`config.mk`:
```
export PLATFORM = sky130hd
export DESIGN_NAME = core_sequencer_flat
export DESIGN_NICKNAME = d
export VERILOG_FILES = /design/src/rtl/core_sequencer_if.sv /design/src/rtl/core_sequencer.sv /design/src/flat_wrapper.sv
export SDC_FILE = /design/constraint.sdc
export NUM_CORES = 1
export LEC_CHECK = 0
export BUFFER_PORTS_ARGS = -buffer_cell sky130_fd_sc_hd__buf_4
export CAP_MARGIN = 20
export CORE_MARGIN = 2
export CORE_UTILIZATION = 25
export DETAILED_ROUTE_END_ITERATION = 10
export SLEW_MARGIN = 0
export SYNTH_ARGS = -nofsm -noshare
export SYNTH_HDL_FRONTEND = slang
export SYNTH_SLANG_ARGS = --single-unit
```
`constraint.sdc`:
```
create_clock -name clk -period 2 [get_ports clk]
set_clock_uncertainty 0.15 [all_clocks]
set_input_delay 0.4 -clock clk [delete_from_list [all_inputs] [get_ports clk]]
set_output_delay 0.4 -clock clk [all_outputs]
set_load 0.01 [all_outputs]
```
`src/rtl/core_sequencer_if.sv`:
```
// Instruction-memory fetch interface for core_sequencer.
//
// Groups the request/accept/response handshake between the sequencer and the
// instruction memory:
//   imem_req    - fetch request, held by the sequencer until accepted
//   imem_addr   - fetch address (always the sequencer's current pc)
//   imem_ready  - memory accepts the request in a cycle where imem_req is high
//   imem_rvalid - instruction word on imem_rdata is valid this cycle
//   imem_rdata  - instruction word
// The sequencer connects through the master modport, memory models through
// the slave modport.
interface core_sequencer_if;
    logic        imem_req;
    logic [31:0] imem_addr;
    logic        imem_ready;
    logic        imem_rvalid;
    logic [31:0] imem_rdata;

    modport master (
        output imem_req,
        output imem_addr,
        input  imem_ready,
        input  imem_rvalid,
        input  imem_rdata
    );

    modport slave (
        input  imem_req,
        input  imem_addr,
        output imem_ready,
        output imem_rvalid,
        output imem_rdata
    );
endinterface

```
`src/rtl/core_sequencer.sv`:
```
// Multi-cycle control sequencer for the npc core.
//
// Owns the pc, fetches one instruction at a time over the imem interface,
// presents it to the decode/execute datapath, pulses the register-file write
// enable in write-back and loads the datapath's next pc. Stops permanently on
// ebreak (halt) or on a fetch timeout / misaligned next pc (fault) until reset.
//
// Ports:
//   clk        - core clock, all state on rising edge
//   reset      - asynchronous active-low reset (0 = in reset)
//   imem       - instruction fetch handshake (master side)
//   inst       - latched current instruction word
//   inst_valid - high while the instruction is in EXEC or WB
//   exec_busy  - datapath requests more EXEC cycles
//   next_pc    - next pc from the datapath, sampled in WB
//   rf_wen     - register-file write enable, single-cycle pulse in WB
//   pc         - current pc
//   halt       - sticky, ebreak fetched
//   fault      - sticky, fetch timeout or misaligned next pc
//   instret    - retired-instruction counter (wraps)
module core_sequencer #(
    parameter logic [31:0] RESET_PC = 32'h8000_0000,
    parameter int          MAX_WAIT = 16,
    parameter int          CNT_W    = 32
) (
    input  logic                  clk,
    input  logic                  reset,
    core_sequencer_if.master      imem,
    output logic [31:0]           inst,
    output logic                  inst_valid,
    input  logic                  exec_busy,
    input  logic [31:0]           next_pc,
    output logic                  rf_wen,
    output logic [31:0]           pc,
    output logic                  halt,
    output logic                  fault,
    output logic [CNT_W-1:0]      instret
);

    typedef enum logic [2:0] {
        S_IDLE,
        S_FETCH,
        S_WAIT_R,
        S_EXEC,
        S_WB,
        S_HALT,
        S_FAULT
    } state_t;

    localparam logic [31:0] EBREAK    = 32'h0010_0073;
    localparam logic [7:0]  WAIT_LAST = 8'(MAX_WAIT - 1);
    localparam logic [6:0]  OP_STORE  = 7'b0100011;
    localparam logic [6:0]  OP_BRANCH = 7'b1100011;

    state_t             state_q, state_d;
    logic [31:0]        pc_q, pc_d;
    logic [31:0]        inst_q, inst_d;
    logic [CNT_W-1:0]   instret_q, instret_d;
    logic [7:0]         wait_q, wait_d;
    logic               imem_req_q, imem_req_d;
    logic               inst_valid_q, inst_valid_d;
    logic               rf_wen_q, rf_wen_d;
    logic               halt_q, halt_d;
    logic               fault_q, fault_d;

    // Stores, branches and writes to x0 never update the register file.
    function automatic logic writes_rd(input logic [11:0] low_bits);
        return (low_bits[11:7] != 5'd0) &&
               (low_bits[6:0] != OP_STORE) &&
               (low_bits[6:0] != OP_BRANCH);
    endfunction

    // Next-state logic. Outputs are derived from the next state so that they
    // come straight out of flops and track the state register exactly.
    always_comb begin
        state_d   = state_q;
        pc_d      = pc_q;
        inst_d    = inst_q;
        instret_d = instret_q;
        wait_d    = wait_q;

        case (state_q)
            S_IDLE: begin
                state_d = S_FETCH;
            end
            S_FETCH: begin
                // imem_req is always high in FETCH, so ready alone is the accept
                if (imem.imem_ready) begin
                    state_d = S_WAIT_R;
                    wait_d  = 8'd0;
                end
            end
            S_WAIT_R: begin
                // A response in the final wait cycle still beats the timeout
                if (imem.imem_rvalid) begin
                    inst_d = imem.imem_rdata;
                    if (imem.imem_rdata == EBREAK) begin
                        state_d   = S_HALT;
                        instret_d = instret_q + CNT_W'(1);
                    end else begin
                        state_d = S_EXEC;
                    end
                end else if (wait_q == WAIT_LAST) begin
                    state_d = S_FAULT;
                end else begin
                    wait_d = wait_q + 8'd1;
                end
            end
            S_EXEC: begin
                if (!exec_busy) begin
                    state_d = S_WB;
                end
            end
            S_WB: begin
                // A misaligned target leaves pc on the offending instruction
                if (next_pc[1:0] != 2'b00) begin
                    state_d = S_FAULT;
                end else begin
                    pc_d      = next_pc;
                    instret_d = instret_q + CNT_W'(1);
                    state_d   = S_FETCH;
                end
            end
            default: begin
                state_d = state_q;
            end
        endcase

        imem_req_d   = (state_d == S_FETCH);
        inst_valid_d = (state_d == S_EXEC) || (state_d == S_WB);
        rf_wen_d     = (state_d == S_WB) && writes_rd(inst_d[11:0]);
        halt_d       = (state_d == S_HALT);
        fault_d      = (state_d == S_FAULT);
    end

    always_ff @(posedge clk or negedge reset) begin
        if (!reset) begin
            state_q      <= S_IDLE;
            pc_q         <= RESET_PC;
            inst_q       <= 32'd0;
            instret_q    <= '0;
            wait_q       <= 8'd0;
            imem_req_q   <= 1'b0;
            inst_valid_q <= 1'b0;
            rf_wen_q     <= 1'b0;
            halt_q       <= 1'b0;
            fault_q      <= 1'b0;
        end else begin
            state_q      <= state_d;
            pc_q         <= pc_d;
            inst_q       <= inst_d;
            instret_q    <= instret_d;
            wait_q       <= wait_d;
            imem_req_q   <= imem_req_d;
            inst_valid_q <= inst_valid_d;
            rf_wen_q     <= rf_wen_d;
            halt_q       <= halt_d;
            fault_q      <= fault_d;
        end
    end

    assign imem.imem_req  = imem_req_q;
    assign imem.imem_addr = pc_q;
    assign inst           = inst_q;
    assign inst_valid     = inst_valid_q;
    assign rf_wen         = rf_wen_q;
    assign pc             = pc_q;
    assign halt           = halt_q;
    assign fault          = fault_q;
    assign instret        = instret_q;

endmodule

```
`src/flat_wrapper.sv`:
```
// flat-port wrapper written by rule: the top's interface ports become plain ports
module core_sequencer_flat 
#(
    parameter logic [31:0] RESET_PC = 32'h8000_0000,
    parameter int          MAX_WAIT = 16,
    parameter int          CNT_W    = 32
)
  (clk, reset, inst, inst_valid, exec_busy, next_pc, rf_wen, pc, halt, fault, instret, imem_imem_req, imem_imem_addr, imem_imem_ready, imem_imem_rvalid, imem_imem_rdata);
  core_sequencer_if imem_i ();
  input  logic clk;
  input  logic reset;
  output logic [31:0] inst;
  output logic inst_valid;
  input  logic exec_busy;
  input  logic [31:0] next_pc;
  output logic rf_wen;
  output logic [31:0] pc;
  output logic halt;
  output logic fault;
  output logic [CNT_W-1:0] instret;
  output wire logic [$bits(imem_i.imem_req)-1:0] imem_imem_req;
  output wire logic [$bits(imem_i.imem_addr)-1:0] imem_imem_addr;
  input wire logic [$bits(imem_i.imem_ready)-1:0] imem_imem_ready;
  input wire logic [$bits(imem_i.imem_rvalid)-1:0] imem_imem_rvalid;
  input wire logic [$bits(imem_i.imem_rdata)-1:0] imem_imem_rdata;
  assign imem_imem_req = imem_i.imem_req;
  assign imem_imem_addr = imem_i.imem_addr;
  assign imem_i.imem_ready = imem_imem_ready;
  assign imem_i.imem_rvalid = imem_imem_rvalid;
  assign imem_i.imem_rdata = imem_imem_rdata;
  core_sequencer #(.RESET_PC(RESET_PC), .MAX_WAIT(MAX_WAIT), .CNT_W(CNT_W)) u_core (.clk(clk), .reset(reset), .imem(imem_i), .inst(inst), .inst_valid(inst_valid), .exec_busy(exec_busy), .next_pc(next_pc), .rf_wen(rf_wen), .pc(pc), .halt(halt), .fault(fault), .instret(instret));
endmodule
```
==> results.toml, run 1 <==
[global_route]
grt-ovfl-total = 0
grt_usage_pct = 12.3
grt_max_degree = 47
antenna_found_initial = 0
grt_pass1_vias = 4145
grt_pass1_wl_um = 21700

[worst_setup_path]
r2r_end = "u_core.instret[20]"
cp_top_family = "simple AND/OR/NAND/NOR gates"
rr_startpoint = "u_core.state_q[1]"
worstPathMaxFanout = 6
slowest_delay_ns = 0.58
rrSetupSlack_ns = -0.23
cp-startpoint = "u_core.state_q[1]"
critical_path_depth = 7
crit_chain = "or4b_4 > buf_4 > a21oi_4 > nand4_1 > buf_6 > nor4b_4 > xor2_1"
crit_end = "u_core.instret[20]"
worst_path_max_delay_cell = "or4b_4"
required_ns = 2.13
crit_path_end_kind = "flop"
rr_worst_depth = 7
critPathLaunchType = "flop"
cp.buffers_inverters = 2
path_class = "reg2reg"
arrival_ns = 2.36

[yosys]
synth_compound_area_share_pct = 3.77
synth_top_family_by_area = "simple AND/OR/NAND/NOR gates"
synth_edf_count = 0
synth-main-ff-cell = "dfrtp_1"
netlist_area_um2 = 5210
syn_inst = 433
synth-xor-area-share_pct = 6.22
yosys.area_share.simple_pct = 15.4
syn-num-nets = 504
synth_fa_ha_area_share_pct = 0.481
syn_area_per_cell_um2 = 12.0
ys_async_sr_fraction_pct = 100
synth_cell_types = 45
ys.warnings.count = 0
yosysSeqAreaShare_pct = 53.8
synth.area.mux_share_pct = 13.6
ys_ff_latch = 112

[clock_network]
cts_buffers = 9
cts_tree = "built"
cts_num_sinks = 112
clock_path_buffers = 2
h-tree-depth = 3
cts_root_buf = "clkbuf_16"
clkLatencyLatePin_ns = 0.36
clk_pin_slew_ns = 0.08

[cells_and_area]
drive_gt1_share_pct = 58.4
areaGrowthSynthToFinish_pct = 53.8
layout_common_cells = "250 x buf_4, 110 x dfrtp_1, 58 x mux2_2, 27 x xnor2_1, 22 x nand2_1"
num_antenna_cells = 0
final_util_pct = 39.3
final_common_cell = "buf_4"
finalNetCount = 737

[die]
die_area_um2 = 22000
placeableCoreArea_um2 = 20400
die_x_um = 148
start_util_pct = 25.6
io_pins = 202
rows = 52
dieHeight_um = 148

[power]
power_per_cell_area_nw_per_um2 = 683
comb_power_share_pct = 18.5
switchingPower_mw = 1.44
cellLeakagePower_nw = 3.93
vdd_drop_max_uv = 395
p_clk_share_pct = 34.6
p_int_mw = 4.03
switching_share_pct = 26.3
p_seq_share_pct = 46.9

[routing]
drt-pass1-iter-count = 4
routed_via_density = 4.41
ant_nets = 0
via_count = 4150
wire_per_inst_um = 15.0
totalWireLength_um = 14100
initialDrtViolationCount = 137
drc_errors = 0

[sta]
final_hold_viol_count = 0
fin_crit_ns = 2.23
rsz0062_at_grt = "true"
post-route-period-util_pct = 112
tightestPinTransition_ns = 0.452
setup_violations = 57
clock.fmax_mhz = 448
drv_slew = 0
worst_slack_ns = -0.232
slew_headroom_pct = 69.7

[placed_design]
place_hpwl_um = 9890
portBuffers = 201
place_congestion = 0.778
pre_cts_slack_ns = -0.327

[job]
drv_cap = 0

[outcome]
violations = "setup timing"
outcome = "finished with violations"

[hold_path]
hold_path_class = "in2reg"
## sequential cells by signal (all words and copies together), names as in the netlist
signal and count:
u_core.wait_q 8, u_core.rf_wen 1, u_core.inst 32, u_core.fault 1, u_core.halt 1, u_core.inst_valid 1, u_core.state_q 3, u_core.instret 32
u_core.imem.imem_addr 32, u_core.imem.imem_req 1
## through the flow
step	instance area, um^2	total power [mW]	hold WS [ns]	setup TNS, ns	instances
after floorplan	5240	3.03	-0.0456	-1.81	433
after global placement	7260	3.58	0.175	-16.95	910
after detailed placement	7260	3.59	0.174	-14.85	910
after CTS	7710	5.55	0.0997	-4.49	931
after global routing	8010	5.76	0.104	-10.56	941
final	8010	5.47	0.121	-7.24	941
## logic make-up (layout without fill, tap and decap cells)
kind of cell             count (synthesis)  after routing
flip-flops                             112            112
adder cells (fa/ha/maj)                  2              2
AO/OA/AOI/OAI                           26             26
XOR/XNOR                                37             37
multiplexers                            63             63
buffers and inverters                   57            295
AND/OR/NAND/NOR                        136            136
## power by group through the flow
stage,clock (mW),sequential [mW],combinational (mW)
2_1_floorplan,0,2.67,0.362
3_3_place_gp,0,2.61,0.971
3_5_place_dp,0,2.61,0.977
4_1_cts,1.98,2.57,0.998
5_1_grt,2.07,2.60,1.10
6_report,1.89,2.57,1.01
## how the worst min path moves through the flow
| stage | from | end | slack (ns) | cells past startpoint |
|---|---|---|---|---|
| floorplan | reset | u_core.fault | -0.05 | 0 |
| global placement | reset | u_core.imem.imem_addr[3] | 0.17 | 1 |
| detailed placement | reset | u_core.imem.imem_addr[3] | 0.17 | 1 |
| CTS | next_pc[5] | u_core.imem.imem_addr[5] | 0.1 | 2 |
| global route | next_pc[5] | u_core.imem.imem_addr[5] | 0.10 | 2 |
| finish | next_pc[5] | u_core.imem.imem_addr[5] | 0.12 | 2 |
## per-layer routing
metal,vias up,track usage (%),part of all wire [%]
li1,1964,-,-
met1,2013,16.5,44
met2,158,18.7,46
met3,15,3.74,7.8
met4,0,4.86,1.7
met5,-,0,0
## cells in the mapped netlist, types with 8 or more instances
cell	instances	area [um^2]
nor2_1	20	75.1
xor2_1	10	87.6
buf_4	32	240
mux2_2	63	709
buf_2	9	45.0
inv_1	9	33.8
nand3_1	23	115
nor4_1	8	50.1
xnor2_1	27	236
nand2_1	23	86.3
nand4_1	10	62.6
dfrtp_1	111	2780
nor3b_1	15	113
## repair_timing
action                                  in CTS  in global routing
endpoints found under the setup margin      51                 72
cloned                                       1                  3
resized for setup                           19                 35
setup buffers                                3                 11
hold buffers                                 1                  0
hold endpoints to repair                    19                  0
pin swaps                                    7                 23
## final cells by class
type                    instances  area (um^2)
repair buffers                270         2210
well taps                     270          338
inverters                       9         33.8
flip-flops and latches        112         2810
fillers                      1977        12400
clock inverters                 5         62.6
clock buffers                  11          243
multi-input cells             264         2320
Power figures use the tool's default switching activity.
==> run 2: changes to the inputs <==
==> constraint.sdc (replaced) <==
create_clock -name clk -period 2.44 [get_ports clk]
set_clock_uncertainty 0.15 [all_clocks]
set_input_delay 0.488 -clock clk [delete_from_list [all_inputs] [get_ports clk]]
set_output_delay 0.488 -clock clk [all_outputs]
set_load 0.01 [all_outputs]
==> run 2 against run 1 <==
The flow now finishes without violations; via count fell by 4.8%; total power fell by 20%; core utilization fell by 3.2 points; combinational power fell by 24%; fmax fell by 2.3%; register-to-register slack improved by 0.39 ns; first-iteration DRC count fell by 13%; final cell count fell by 4.3%; critical path depth fell by 2; die area did not move; global-route usage fell by 0.48 points; critical path type unchanged; critical endpoint is now u_core.instret[31]; largest power group unchanged.
==> results.toml, run 2 (same netlist as run 1, synthesis figures left out) <==
[outcome]
outcome = "completed"

[power]
p_int_mw = 3.17
switchingPower_mw = 1.20
comb_power_share_pct = 17.5
power_per_cell_area_nw_per_um2 = 595
cellLeakagePower_nw = 3.65
p_clk_share_pct = 34.3
p_seq_share_pct = 48.2
vdd_drop_max_uv = 398
power.total_mw = 4.37
switching_share_pct = 27.5

[cells_and_area]
num_antenna_cells = 0
areaGrowthSynthToFinish_pct = 41.2
final_util_pct = 36.1
layout_common_cells = "225 x buf_4, 110 x dfrtp_1, 63 x mux2_2, 27 x xnor2_1"
finish.instance_area_um2 = 7350
final_common_cell = "buf_4"
drive_gt1_share_pct = 51.3
finalNetCount = 697

[routing]
drt-pass1-iter-count = 4
initialDrtViolationCount = 119
ant_nets = 0
wire_per_inst_um = 14.4
drc_errors = 0
routed_via_density = 4.38
totalWireLength_um = 13000
via_count = 3950

[placed_design]
dpl_cell_area_um2 = 7020
portBuffers = 201
place_hpwl_um = 9760
pre_cts_slack_ns = -0.0378
place_congestion = 0.721

[worst_setup_path]
crit_end = "u_core.instret[31]"
crit_path_end_kind = "flop"
r2r_end = "u_core.instret[31]"
rr_worst_depth = 5
required_ns = 2.57
cp-startpoint = "u_core.state_q[2]"
worstPathMaxFanout = 8
arrival_ns = 2.41
critPathLaunchType = "flop"
rrSetupSlack_ns = 0.15
path_class = "reg2reg"
rr_startpoint = "u_core.state_q[2]"

[clock_network]
cts_num_sinks = 112
cts_root_buf = "clkbuf_16"
clk_pin_slew_ns = 0.08
clkLatencyLatePin_ns = 0.35
cts_buffers = 9
clock_path_buffers = 2
cts_tree = "built"
h-tree-depth = 3

[die]
dieHeight_um = 148
die_area_um2 = 22000
placeableCoreArea_um2 = 20400
start_util_pct = 25.6
die_x_um = 148
rows = 52
io_pins = 202

[sta]
fin_crit_ns = 2.29
drv_slew = 0
post-route-period-util_pct = 93.7
tightestPinTransition_ns = 0.561
rsz0062_at_grt = "false"
final_hold_viol_count = 0
worst_slack_ns = 0.155
setup_violations = 0
slew_headroom_pct = 62.4
hold-worst-slack_ns = 0.208
clock.fmax_mhz = 438

[global_route]
grt_pass1_wl_um = 20700
grt_max_degree = 55
grt-ovfl-total = 0
antenna_found_initial = 0
grt_pass1_vias = 3992
grt_usage_pct = 11.8

[job]
drv_cap = 0

[hold_path]
hold_path_class = "in2reg"
run 2: changes by cell type in the layout (fill, tap and decap cells not counted), sizes merged:
cell	change
buf	-38
clkbuf	-4
inv	+2
bufinv	-1
clkinv	+1
run 2: critical path, stage by stage, from the launching register on:
cell and delay (ns):
dfrtp_2 0.47, or4b_4 0.55, a2111oi_4 0.37, nand4_4 0.20
nor4b_4 0.30, xor2_1 0.16
run 2: power by group through the flow:
| stage | Sequential [mW] | Clock (mW) | Combinational (mW) |
|---|---|---|---|
| floorplan | 2.19 | 0 | 0.297 |
| global placement | 2.14 | 0 | 0.778 |
| detailed placement | 2.15 | 0 | 0.781 |
| CTS | 2.11 | 1.58 | 0.782 |
| global route | 2.13 | 1.65 | 0.830 |
| finish | 2.11 | 1.50 | 0.767 |
run 2: layout make-up:
| type | count | area, um^2 |
|---|---|---|
| Clock buffer | 9 | 225 |
| Sequential cell | 112 | 2810 |
| Multi-Input combinational cell | 264 | 2090 |
| Inverter | 9 | 33.8 |
| Fill cell | 2063 | 13000 |
| Tap cell | 270 | 338 |
| Timing Repair Buffer | 230 | 1780 |
| Clock inverter | 7 | 80.1 |
run 2: stage by stage:
stage               std cells  setup TNS (ns)
CTS                       900               0
global placement          883        -0.00500
detailed placement        883         -0.0708
global route              901               0
finish                    901               0
floorplan                 433               0
run 2: repair_timing:
item / 4_1_cts / 5_1_grt
resized for setup: 0 / 2
setup endpoints to repair: 0 / 9
buffers inserted: 0 / 1
hold endpoints to repair: 27 / 0
hold buffers: 1 / 0
run 2: layer usage:
metal / vias up / routed length [um] / global-route usage (%)
met4: 0 / 126 / 2.52
met2: 124 / 6290 / 19.8
met1: 1942 / 5670 / 14.9
li1: 1875 / - / -
met5: - / 0 / 0
met3: 9 / 863 / 4.11
run 2: how the worst min path moves through the flow:
stage | depth (start not counted) | to | slack, ns | from
3_5_place_dp | 1 | u_core.instret[11] | 0.31 | reset
3_3_place_gp | 1 | u_core.instret[11] | 0.31 | reset
2_1_floorplan | 0 | u_core.fault | 0.04 | reset
4_1_cts | 2 | u_core.imem.imem_addr[27] | 0.19 | next_pc[27]
5_1_grt | 2 | u_core.imem.imem_addr[30] | 0.18 | next_pc[30]
6_report | 2 | u_core.imem.imem_addr[27] | 0.21 | next_pc[27]
